[src/rtl/prim_rom_arb_ctrl.sv]
// Round-robin two-port front end for a one-cycle-latency ROM, with an optional
// post-reset XOR checksum sweep that holds off all requesters until it is done.
module prim_rom_arb_ctrl #(
  parameter int               Width       = 32,
  parameter int               Depth       = 2048,
  parameter bit               CheckEn     = 1'b1,
  parameter logic [Width-1:0] ExpChecksum = '0,
  localparam int              Aw          = (Depth > 1) ? $clog2(Depth) : 1
) (
  input  logic             clk_i,
  input  logic             rst_i,
  input  logic             a_req_i,
  input  logic [Aw-1:0]    a_addr_i,
  input  logic             b_req_i,
  input  logic [Aw-1:0]    b_addr_i,
  output logic             a_gnt_o,
  output logic             b_gnt_o,
  output logic             a_rvalid_o,
  output logic             b_rvalid_o,
  output logic [Width-1:0] a_rdata_o,
  output logic [Width-1:0] b_rdata_o,
  output logic             rom_req_o,
  output logic [Aw-1:0]    rom_addr_o,
  input  logic [Width-1:0] rom_rdata_i,
  output logic             check_done_o,
  output logic             check_ok_o
);

  typedef enum logic [1:0] {
    StInit,
    StSweep,
    StFinal,
    StRun
  } state_e;

  localparam logic [Aw-1:0] LastAddr = Aw'(Depth - 1);

  state_e           state_q;
  logic [Aw-1:0]    cnt_q;
  logic [Width-1:0] acc_q;
  logic             sweep_vld_q;
  logic             prio_q;       // 0 favours A, 1 favours B
  logic             rvld_q;
  logic             rsel_q;       // 0 = A, 1 = B
  logic             check_done_q;
  logic             check_ok_q;
  logic             a_gnt;
  logic             b_gnt;

  // Grants depend only on the current requests and state, never on the ROM.
  always_comb begin
    a_gnt      = 1'b0;
    b_gnt      = 1'b0;
    rom_req_o  = 1'b0;
    rom_addr_o = '0;
    unique case (state_q)
      StSweep: begin
        rom_req_o  = 1'b1;
        rom_addr_o = cnt_q;
      end
      StRun: begin
        a_gnt = a_req_i && (!b_req_i || !prio_q);
        b_gnt = b_req_i && (!a_req_i ||  prio_q);
        if (a_gnt) begin
          rom_req_o  = 1'b1;
          rom_addr_o = a_addr_i;
        end else if (b_gnt) begin
          rom_req_o  = 1'b1;
          rom_addr_o = b_addr_i;
        end
      end
      StInit, StFinal: begin
      end
      default: begin
      end
    endcase
  end

  always_ff @(posedge clk_i or posedge rst_i) begin
    if (rst_i) begin
      state_q      <= StInit;
      cnt_q        <= '0;
      acc_q        <= '0;
      sweep_vld_q  <= 1'b0;
      prio_q       <= 1'b0;
      rvld_q       <= 1'b0;
      rsel_q       <= 1'b0;
      check_done_q <= 1'b0;
      check_ok_q   <= 1'b0;
    end else begin
      sweep_vld_q <= (state_q == StSweep);
      if (sweep_vld_q) begin
        acc_q <= acc_q ^ rom_rdata_i;
      end

      rvld_q <= a_gnt || b_gnt;
      if (a_gnt) begin
        rsel_q <= 1'b0;
        prio_q <= 1'b1;
      end else if (b_gnt) begin
        rsel_q <= 1'b1;
        prio_q <= 1'b0;
      end

      unique case (state_q)
        StInit: begin
          if (CheckEn) begin
            state_q <= StSweep;
          end else begin
            state_q      <= StRun;
            check_done_q <= 1'b1;
            check_ok_q   <= 1'b1;
          end
        end
        StSweep: begin
          if (cnt_q == LastAddr) begin
            state_q <= StFinal;
          end else begin
            cnt_q <= cnt_q + Aw'(1);
          end
        end
        // The last swept word arrives here, so it is folded into the compare directly.
        StFinal: begin
          check_done_q <= 1'b1;
          check_ok_q   <= ((acc_q ^ rom_rdata_i) == ExpChecksum);
          state_q      <= StRun;
        end
        StRun: begin
        end
        default: begin
          state_q <= StInit;
        end
      endcase
    end
  end

  assign a_gnt_o      = a_gnt;
  assign b_gnt_o      = b_gnt;
  assign a_rvalid_o   = rvld_q && !rsel_q;
  assign b_rvalid_o   = rvld_q &&  rsel_q;
  assign a_rdata_o    = rom_rdata_i;
  assign b_rdata_o    = rom_rdata_i;
  assign check_done_o = check_done_q;
  assign check_ok_o   = check_ok_q;

endmodule

[config.mk]
export PLATFORM = sky130hd
export DESIGN_NAME = prim_rom_arb_ctrl
export DESIGN_NICKNAME = d
export VERILOG_FILES = /design/src/rtl/prim_rom_arb_ctrl.sv
export SDC_FILE = /design/constraint.sdc
export NUM_CORES = 1
export LEC_CHECK = 0
export BUFFER_PORTS_ARGS = -buffer_cell sky130_fd_sc_hd__buf_4
export CAP_MARGIN = 5
export CORE_ASPECT_RATIO = 1.75
export CORE_MARGIN = 2
export CORE_UTILIZATION = 47
export DETAILED_ROUTE_END_ITERATION = 12
export HOLD_SLACK_MARGIN = 0.15
export PLACE_DENSITY = 0.91
export REMOVE_ABC_BUFFERS = 1
export SYNTH_ARGS = -nofsm -noshare
export SYNTH_HDL_FRONTEND = slang
export SYNTH_SLANG_ARGS = --single-unit
[constraint.sdc]
create_clock -name clk_i -period 2 [get_ports clk_i]
set_input_delay 0.4 -clock clk_i [delete_from_list [all_inputs] [get_ports clk_i]]
set_output_delay 0.4 -clock clk_i [all_outputs]
set_load 0.05 [all_outputs]
==> results of run 1 <==
==> final cells by class <==
type                    count  area (sq um)
clock buffers               7           133
multi-input cells         169          1290
repair buffers            157          1290
fillers                   515          2280
well taps                  82           103
inverters                  17          63.8
flip-flops and latches     51          1280
clock inverters             1          5.00
==> placed cells by master (no fill, tap or decap), types with 2 or more instances in the layout <==
master / count
a21oi_4: 2
inv_1: 15
nor2b_1: 2
clkbuf_16: 5
nor3_1: 2
mux2i_1: 2
buf_12: 2
ha_4: 2
nor4_1: 4
clkbuf_1: 2
a222oi_1: 11
dfrtp_1: 51
nand4_1: 8
xnor2_1: 54
nand2_1: 36
buf_6: 20
nor2_1: 3
xor2_1: 17
ha_1: 3
inv_2: 2
buf_4: 133
nand3_1: 2
==> critical path, stage by stage (launching register included) <==
cell      delay (ps)
dfrtp_1          430
buf_6            150
ha_4             180
buf_6            130
a222oi_1         330
inv_1            100
buf_6            160
==> timing repair <==
item | CTS | global route
setup endpoints to repair | 12 | 14
cloned | 2 | 0
hold buffers | 1 | 0
resized for setup | 33 | 9
buffers inserted | 8 | 2
pin swaps | 13 | 13
endpoints found under the hold margin | 17 | 0
==> stage by stage <==
| step | instances | setup slack [ps] | TNS [ps] |
|---|---|---|---|
| floorplan | 237 | -857 | -9970 |
| global placement | 463 | 116 | 0 |
| detailed placement | 463 | -21.0 | -21.0 |
| CTS | 482 | -147 | -1330 |
| global route | 484 | -247 | -2420 |
| finish | 484 | -174 | -1700 |
==> registers in the layout (all words and copies together) (netlist names) <==
| signal | cells |
|---|---|
| acc_q | 32 |
| cnt_q | 11 |
| sweep_vld_q | 1 |
| rsel_q | 1 |
| prio_q | 1 |
| rvld_q | 1 |
| state_q | 2 |
| check_ok_o | 1 |
| check_done_o | 1 |
==> metal layers <==
layer	vias up	GRT usage, %	routed length [um]
met3	15	4.37	454
met1	1178	20.6	2410
met4	0	8.47	143
li1	1130	-	-
met2	119	40.5	4360
met5	-	0	0
==> final timing paths <==
check | start | endpoint
max in group asynchronous | rst_i | acc_q[23]$_DFFE_PP0P_
hold reg to reg | check_done_o$_DFFE_PP0N_ | check_done_o$_DFFE_PP0N_
setup reg to reg | state_q[0]$_DFFE_PP0P_ | cnt_q[6]$_DFFE_PP0P_
min in group asynchronous | rst_i | cnt_q[5]$_DFFE_PP0P_
hold / removal | rom_rdata_i[26] | acc_q[26]$_DFFE_PP0P_
setup / recovery | state_q[0]$_DFFE_PP0P_ | rom_addr_o[6]
==> power by group through the flow <==
stage | registers (mW) | clock network, mW | logic [mW]
after global placement | 1.65 | 0 | 1.13
final | 1.67 | 0.819 | 1.17
after detailed placement | 1.68 | 0 | 1.17
after CTS | 1.67 | 0.836 | 1.19
after floorplan | 1.63 | 0 | 0.598
after global routing | 1.70 | 0.881 | 1.26
==> cell families (layout without fill, tap and decap cells) <==
logic type	count (synthesis)	in the layout	synth area share, %
AO/OA/AOI/OAI	22	22	5.94
XOR/XNOR	71	71	20.2
adder cells (fa/ha/maj)	5	5	2.03
buffers and inverters	87	182	18.4
flip-flops	51	51	41.5
multiplexers	3	3	1.02
AND/OR/NAND/NOR	68	68	10.9
==> run summary, run 1 <==
Power Total - 3.65 mW
Post-synth EDFFs - 0
Synth area leaders - dfrtp_1, buf_4, xnor2_1
Slew Limit Fails - 0
Die width - 65.2 um
Final Core Density - 64.6%
VDD IR max - 0.583 mV
Critical Path Start Type - register
Post-synth ARST share - 100%
Gr ovfl total - 0
CP endpoint kind - output pin
Share of cells above drive strength 1 - 43.8%
Vias in the first global route - 2486
# rows - 39
Global-route wire length before repair - 11800 um
Routed vias - 2442
Cells after synthesis - 307
IO Pins - 140
Yosys cell types - 34
Reg2reg setup slack - 250 ps
Post-synthesis sequential area ratio - 41.5%
Die Y - 111 um
Seq pwr share - 45.6%
Core area - 6440 sq um
Crit path kind - reg -> out
Number of nets in the layout - 464
Top cells by count, synth - buf_4, xnor2_1, dfrtp_1, nand2_1
Final period util - 109%
Setup Viol. Count Final - 12
Final Skew - 4.31 ps
Vias/cell - 5.05
Net Sw Frac - 33.5%
Clock Tree Root - clkbuf_16
Leak - 2.09 nW
Hold Path Class - in -> reg
Initial antenna violation count - 0
Fmax - 460 MHz
Largest net degree at the start of global routing - 33
Status - finished, violations left
Count leader, synth - buf_4
Mean routed wirelength per cell - 15.2 um
Slew margin rel. - 64.0%
CP Max Fanout - 5
Antenna Cells - 0
Max H-tree Level - 2
Clk buf depth - 2
Yosys warns - 0
Detailed Route WL - 7360 um
CP Data Arrival Time - 1770 ps
Final Cell Area - 4160 sq um
Initial DRC Count - 178
Full die area - 7230 sq um
Tmin final - 2170 ps
Post-route DRC violation count - 0
Worst setup margin - -174 ps
Final Hold Fails - 0
CTS tree - built
Routability congestion estimate - 0.723
Leading area contributor after synthesis - dfrtp_1
Comb pwr share - 32.0%
Worst Reg-to-Reg Cells - 7
Mapped cell area - 3080 sq um
CTS Buf Count - 5
Worst Path Required - 1600 ps
CTS clock-pin slew for the worst setup and hold paths - 70 ps
Max Cap Viol - 0
DP HPWL - 5360 um
Worst-Margin Slew - 535 ps
FF+latch count, synth - 51
Syn avg cell area - 10.0 sq um
Clock power frac - 22.4%
DP Area - 3770 sq um
Hold_ws - 413 ps
Top_reg_cell synth - dfrtp_1
GRT Overall Usage - 20.9%
DRT Pass-1 Iters - 4
Area grow syn2layout - 35.3%
Worst hold path depth - 3
Post-route antenna net violation count - 0
Sw power - 1.23 mW
Worst skew pair latency - 280 ps
Violated checks - setup timing
RSZ-0062 raised after global routing - true
Int Pwr - 2.43 mW
Synth top area share - 41.5%
PwrDens - 878 nW/um^2
Clock Sinks - 51
Port Buffer Count - 139
Initial Util - 47.7%
Note: power is estimated with default switching activity, not from simulation.
==> inputs of run 2 (changes only) <==
PLACE_DENSITY = 0.8   (was 0.91)
==> run 2 against run 1 <==
Net effect: the flow still finishes with violations (setup timing); largest cell class unchanged; flip-flop and latch count is the same; cell count shrank 1.4%; highest routed layer unchanged; maximum frequency grew 2.4%; non-clock buffer count shrank 7; clock skew is essentially flat; critical path depth grew 1; register-to-register slack lost 30 ps; clock power shrank 2%; via count shrank 5.0%.
==> run summary, run 2 (synthesized netlist as in run 1, its figures left out) <==
Status - finished, violations left
Violated checks - setup timing
Net Sw Frac - 32.8% (-0.78 points)
Routability congestion estimate - 0.737 (+2.0%)
Worst Path Required - 1600 ps (about the same)
Die width - 65.2 um (unchanged)
CTS clock-pin slew for the worst setup and hold paths - 70 ps (about the same)
Reg with most FFs - acc_q
# rows - 39 (unchanged)
Share of cells above drive strength 1 - 42.8% (-1.0 points)
Worst setup margin - -124 ps (+50.7 ps)
Area grow syn2layout - 32.3%
Max H-tree Level - 2 (unchanged)
Post-route DRC violation count - 0 (unchanged)
Worst skew pair latency - 280 ps (about the same)
Comb pwr share - 31.9% (about the same)
Seq pwr share - 45.9% (+0.3 points)
CP Buf/Inv Count - 3 (-1)
Crit path kind - reg -> out
Detailed Route WL - 6310 um (-14%)
Critical Path Max Stage Delay - 420 ps (about the same)
Largest net degree at the start of global routing - 35 (+6.1%)
Final period util - 106% (-2.5 points)
Hold Path Class - in -> reg
Vias in the first global route - 2385 (-4.1%)
CTS tree - built
Post-Route Setup TNS - -944 ps (+756 ps)
Sw power - 1.18 mW (-3.5%)
Commonest non-fill, non-tap cell in the layout - buf_4
Final Skew - 4.35 ps (+0.0357 ps)
Dpl cells - 463 (unchanged)
VDD IR max - 0.441 mV (-24%)
Tmin final - 2120 ps (-50.7 ps)
PwrDens - 887 nW/um^2 (+1.1%)
Most frequent CP cell - buf_6
GRT Overall Usage - 18.0% (-3.0 points)
Post-route antenna net violation count - 0 (unchanged)
Port Buffer Count - 139 (unchanged)
CTS Buf Count - 5 (unchanged)
Gr ovfl total - 0 (unchanged)
Vias/cell - 4.86 (-3.6%)
Mean routed wirelength per cell - 13.2 um (-13%)
CP Cell Sequence - ha_4 -> nand2_4 -> a21oi_4 -> buf_6 -> a222oi_1 -> inv_1 -> buf_6
Setup Viol. Count Final - 12 (unchanged)
IO Pins - 140 (unchanged)
Most frequent cells in the layout - buf_4, xnor2_1, dfrtp_1
Clk buf depth - 2 (unchanged)
Final Hold Fails - 0 (unchanged)
Full die area - 7230 sq um (unchanged)
Biggest regs - acc_q (32), cnt_q (11), state_q (2)
Initial DRC Count - 112 (-37%)
Clock power frac - 22.3% (about the same)
Initial antenna violation count - 0 (unchanged)
DP HPWL - 4800 um (-10%)
Clock Sinks - 51 (unchanged)
Antenna Cells - 0 (unchanged)
# fillers - 570 (+11%)
CP endpoint kind - output pin
RSZ-0062 raised after global routing - true
Clock Tree Root - clkbuf_16
Critical Path Start Type - register
Slew Limit Fails - 0 (unchanged)
Core area - 6440 sq um (unchanged)
Die Y - 111 um (unchanged)
DRT Pass-1 Iters - 4 (unchanged)
Worst-Margin Slew - 397 ps (-138 ps)
Number of nets in the layout - 457 (-1.5%)
Slew margin rel. - 73.3% (+9.3 points)
Fmax - 471 MHz (+2.4%)
CP Max Fanout - 6 (+1)
Critical path's slowest cell - dfrtp_1
Leak - 2.03 nW (-2.6%)
Max Cap Viol - 0 (unchanged)
Global-route wire length before repair - 10500 um (-11%)
Int Pwr - 2.43 mW (about the same)
Initial Util - 47.7% (unchanged)
Largest delay share family, worst path - flip-flops
CP Data Arrival Time - 1720 ps (-50 ps)
Finished Layout Cells - 477 (-1.4%)
Routed vias - 2320 (-5.0%)
Largest register FFs - 32 (unchanged)
## run 2: worst min-delay path, stage by stage
cell and delay, ps:
buf_4 120, nand2_1 70, xnor2_1 60
## run 2: layout make-up
type | instances | area (sq um) | share of cell area (%)
Clock buffer | 6 | 129 | 3.17
Inverter | 17 | 63.8 | 1.57
Multi-Input combinational cell | 169 | 1280 | 31.5
Sequential cell | 51 | 1280 | 31.4
Tap cell | 82 | 103 | 2.52
Timing Repair Buffer | 150 | 1200 | 29.5
Clock inverter | 2 | 12.5 | 0.308
## run 2: timing repair
action | in CTS | in global routing
buffers inserted | 2 | 1
gates resized for setup | 27 | 3
hold buffers | 1 | 0
hold endpoints to repair | 17 | 0
cloned | 2 | 0
pin swaps | 10 | 5
setup endpoints to repair | 14 | 13
## run 2: power groups by stage
stage	combinational (mW)	clock, mW	sequential, mW
6_report	1.15	0.803	1.65
5_1_grt	1.26	0.875	1.70
4_1_cts	1.17	0.834	1.66
3_5_place_dp	1.15	0	1.68
3_3_place_gp	1.14	0	1.65
2_1_floorplan	0.598	0	1.63
## run 2: worst paths after layout
kind                                           from                        to  slack [ps]  depth (start not counted)
min in group asynchronous                     rst_i      cnt_q[5]$_DFFE_PP0P_         670                          3
min                                 rom_rdata_i[17]     acc_q[17]$_DFFE_PP0P_         410                          3
max reg2reg                  state_q[1]$_DFFE_PP0P_      cnt_q[6]$_DFFE_PP0P_         220                          6
max                          state_q[1]$_DFFE_PP0P_             rom_addr_o[7]        -120                          7
max in group asynchronous                     rst_i  check_done_o$_DFFE_PP0N_         830                          4
min reg2reg                check_done_o$_DFFE_PP0N_  check_done_o$_DFFE_PP0N_         470                          1
## run 2: metrics by stage
| stage | cell area, sq um | hold slack (ps) | power (mW) | setup WS [ps] | utilization, % |
|---|---|---|---|---|---|
| after floorplan | 2570 | 464 | 2.23 | -857 | - |
| after global placement | 3770 | 426 | 2.79 | 21.0 | 58.5 |
| after detailed placement | 3770 | 419 | 2.83 | -15.1 | 58.5 |
| after CTS | 4050 | 409 | 3.66 | -120 | 62.9 |
| after global routing | 4070 | 416 | 3.83 | -236 | 63.2 |
| final | 4070 | 414 | 3.61 | -124 | 63.2 |
## run 2: per-layer routing
layer / share of wire, % / routed length (um) / GRT usage, % / vias up
met2: 57 / 3590 / 34.3 / 95
met1: 36 / 2250 / 19.7 / 1106
li1: - / - / - / 1115
met3: 6.5 / 410 / 3.25 / 4
met5: 0 / 0 / 0 / -
met4: 0.93 / 59 / 4.72 / 0
==> inputs of run 3 (changes only) <==
MAX_ROUTING_LAYER = met4   (was default)
==> run 3 against run 2 <==
Net effect: the flow still finishes with violations (setup timing); register-to-register slack hardly changed; critical endpoint unchanged; hold slack better by 0.58 ps; count of clock-buffer cells in the layout stayed put.
==> run summary, run 3 (synthesized netlist as in run 1, its figures left out) <==
Status - finished, violations left
Violated checks - setup timing
Worst Path Required - 1600 ps (about the same)
Port Buffer Count - 139 (unchanged)
Initial DRC Count - 111 (-0.89%)
Antenna Cells - 0 (unchanged)
# rows - 39 (unchanged)
Largest register FFs - 32 (unchanged)
Post-route antenna net violation count - 0 (unchanged)
CP Max Fanout - 6 (unchanged)
Crit path kind - reg -> out
Clock Sinks - 51 (unchanged)
Initial antenna violation count - 0 (unchanged)
CP Cell Sequence - ha_4 -> nand2_4 -> a21oi_4 -> buf_6 -> a222oi_1 -> inv_1 -> buf_6
Core area - 6440 sq um (unchanged)
VDD IR max - 0.440 mV (-0.28%)
Commonest non-fill, non-tap cell in the layout - buf_4
Detailed Route WL - 6350 um (+0.51%)
Final period util - 106% (about the same)
Worst-Margin Slew - 420 ps (+23.3 ps)
PwrDens - 887 nW/um^2 (about the same)
CTS Buf Count - 5 (unchanged)
Setup Viol. Count Final - 12 (unchanged)
Max H-tree Level - 2 (unchanged)
Global-route wire length before repair - 10500 um (unchanged)
Gr ovfl total - 0 (unchanged)
Die Y - 111 um (unchanged)
Routed vias - 2335 (+0.65%)
CTS clock-pin slew for the worst setup and hold paths - 60 ps (about the same)
IO Pins - 140 (unchanged)
Post-route DRC violation count - 0 (unchanged)
Reg2reg setup slack - 220 ps (about the same)
Hold Path Class - in -> reg
DRT Pass-1 Iters - 6 (+2)
DP Area - 3770 sq um (unchanged)
Tmin final - 2120 ps (-0.00500 ps)
# fillers - 570 (unchanged)
Most frequent cells in the layout - buf_4, xnor2_1, dfrtp_1
Post-Route Setup TNS - -943 ps (+0.500 ps)
Critical Path Max Stage Delay - 420 ps (about the same)
Reg with most FFs - acc_q
Most frequent CP cell - buf_6
Clock Tree Root - clkbuf_16
RSZ-0062 raised after global routing - true
CP Buf/Inv Count - 3 (unchanged)
Power Total - 3.61 mW (about the same)
Biggest regs - acc_q (32), cnt_q (11), state_q (2)
Max Cap Viol - 0 (unchanged)
Critical path's slowest cell - dfrtp_1
Final Cell Area - 4070 sq um (unchanged)
Worst setup margin - -124 ps (+0.00500 ps)
Full die area - 7230 sq um (unchanged)
Slew margin rel. - 71.7% (-1.6 points)
Slew Limit Fails - 0 (unchanged)
Critical Path Start Type - register
Initial Util - 47.7% (unchanged)
Routability congestion estimate - 0.747 (+1.2%)
Largest net degree at the start of global routing - 35 (unchanged)
CTS tree - built
Number of nets in the layout - 457 (unchanged)
Vias in the first global route - 2389 (+0.17%)
CP Data Arrival Time - 1720 ps (about the same)
Share of cells above drive strength 1 - 42.8% (unchanged)
Mean routed wirelength per cell - 13.3 um (+0.51%)
Final Hold Fails - 0 (unchanged)
Worst skew pair latency - 280 ps (about the same)
Fmax - 471 MHz (about the same)
Vias/cell - 4.90 (+0.65%)
Die width - 65.2 um (unchanged)
Largest delay share family, worst path - flip-flops
CP endpoint kind - output pin
Final Skew - 3.86 ps (-0.487 ps)
DP HPWL - 4800 um (unchanged)
Area grow syn2layout - 32.3% (unchanged)
GRT Overall Usage - 18.5% (+0.49 points)
Clk buf depth - 2 (unchanged)
Leak - 2.03 nW (unchanged)
-- run 3: cell counts in the layout (fill, tap and decap cells not counted) --
Identical to the previous run, type by type.
-- run 3: layer usage --
layer	vias up	global-route usage (%)	share of wire [%]
li1	1115	-	-
met1	1115	19.8	35
met2	101	34.2	57
met3	4	3.25	6.7
met4	0	4.72	0.93
met5	-	-	0
-- run 3: final cells by class --
class / instances / area [sq um] / area share, %
timing repair buffer: 150 / 1200 / 29.5
multi-input combinational: 169 / 1280 / 31.5
tap: 82 / 103 / 2.52
clock buffer: 6 / 129 / 3.17
sequential: 51 / 1280 / 31.4
inverter: 17 / 63.8 / 1.57
clock inverter: 2 / 12.5 / 0.308
-- run 3: worst min-delay path, cell delays in order --
cell and delay (ps):
buf_4 120, nand2_1 70, xnor2_1 60
-- run 3: power by group --
group	internal [mW]	leakage [nW]	switching, mW	total (mW)
clock network	0.461	0.0669	0.341	0.802
registers	1.37	0.608	0.288	1.66
logic	0.595	1.36	0.555	1.15
total	2.43	2.03	1.18	3.61
-- run 3: path summary, 6_finish.rpt --
path	start	endpoint	cells past startpoint
hold / removal	rom_rdata_i[17]	acc_q[17]$_DFFE_PP0P_	3
setup reg to reg	state_q[1]$_DFFE_PP0P_	cnt_q[6]$_DFFE_PP0P_	6
min in group asynchronous	rst_i	cnt_q[5]$_DFFE_PP0P_	3
hold reg to reg	check_done_o$_DFFE_PP0N_	check_done_o$_DFFE_PP0N_	1
max in group asynchronous	rst_i	check_done_o$_DFFE_PP0N_	4
setup / recovery	state_q[1]$_DFFE_PP0P_	rom_addr_o[7]	7
-- run 3: through the flow --
stage                     utilization [%]  setup slack [ps]  std cells  hold slack [ps]
after floorplan                         -              -857        237              464
final                                63.2              -124        477              415
after CTS                            62.9              -120        476              409
after global placement               58.5              21.0        463              426
after detailed placement             58.5             -15.1        463              419
after global routing                 63.2              -236        477              416
-- run 3: what timing repair did --
item	4_1_cts	5_1_grt
hold endpoints to repair	17	0
buffers inserted	2	1
cloned	2	0
gates resized for setup	27	3
pin swaps	10	5
setup endpoints to repair	14	13
hold buffers	1	0
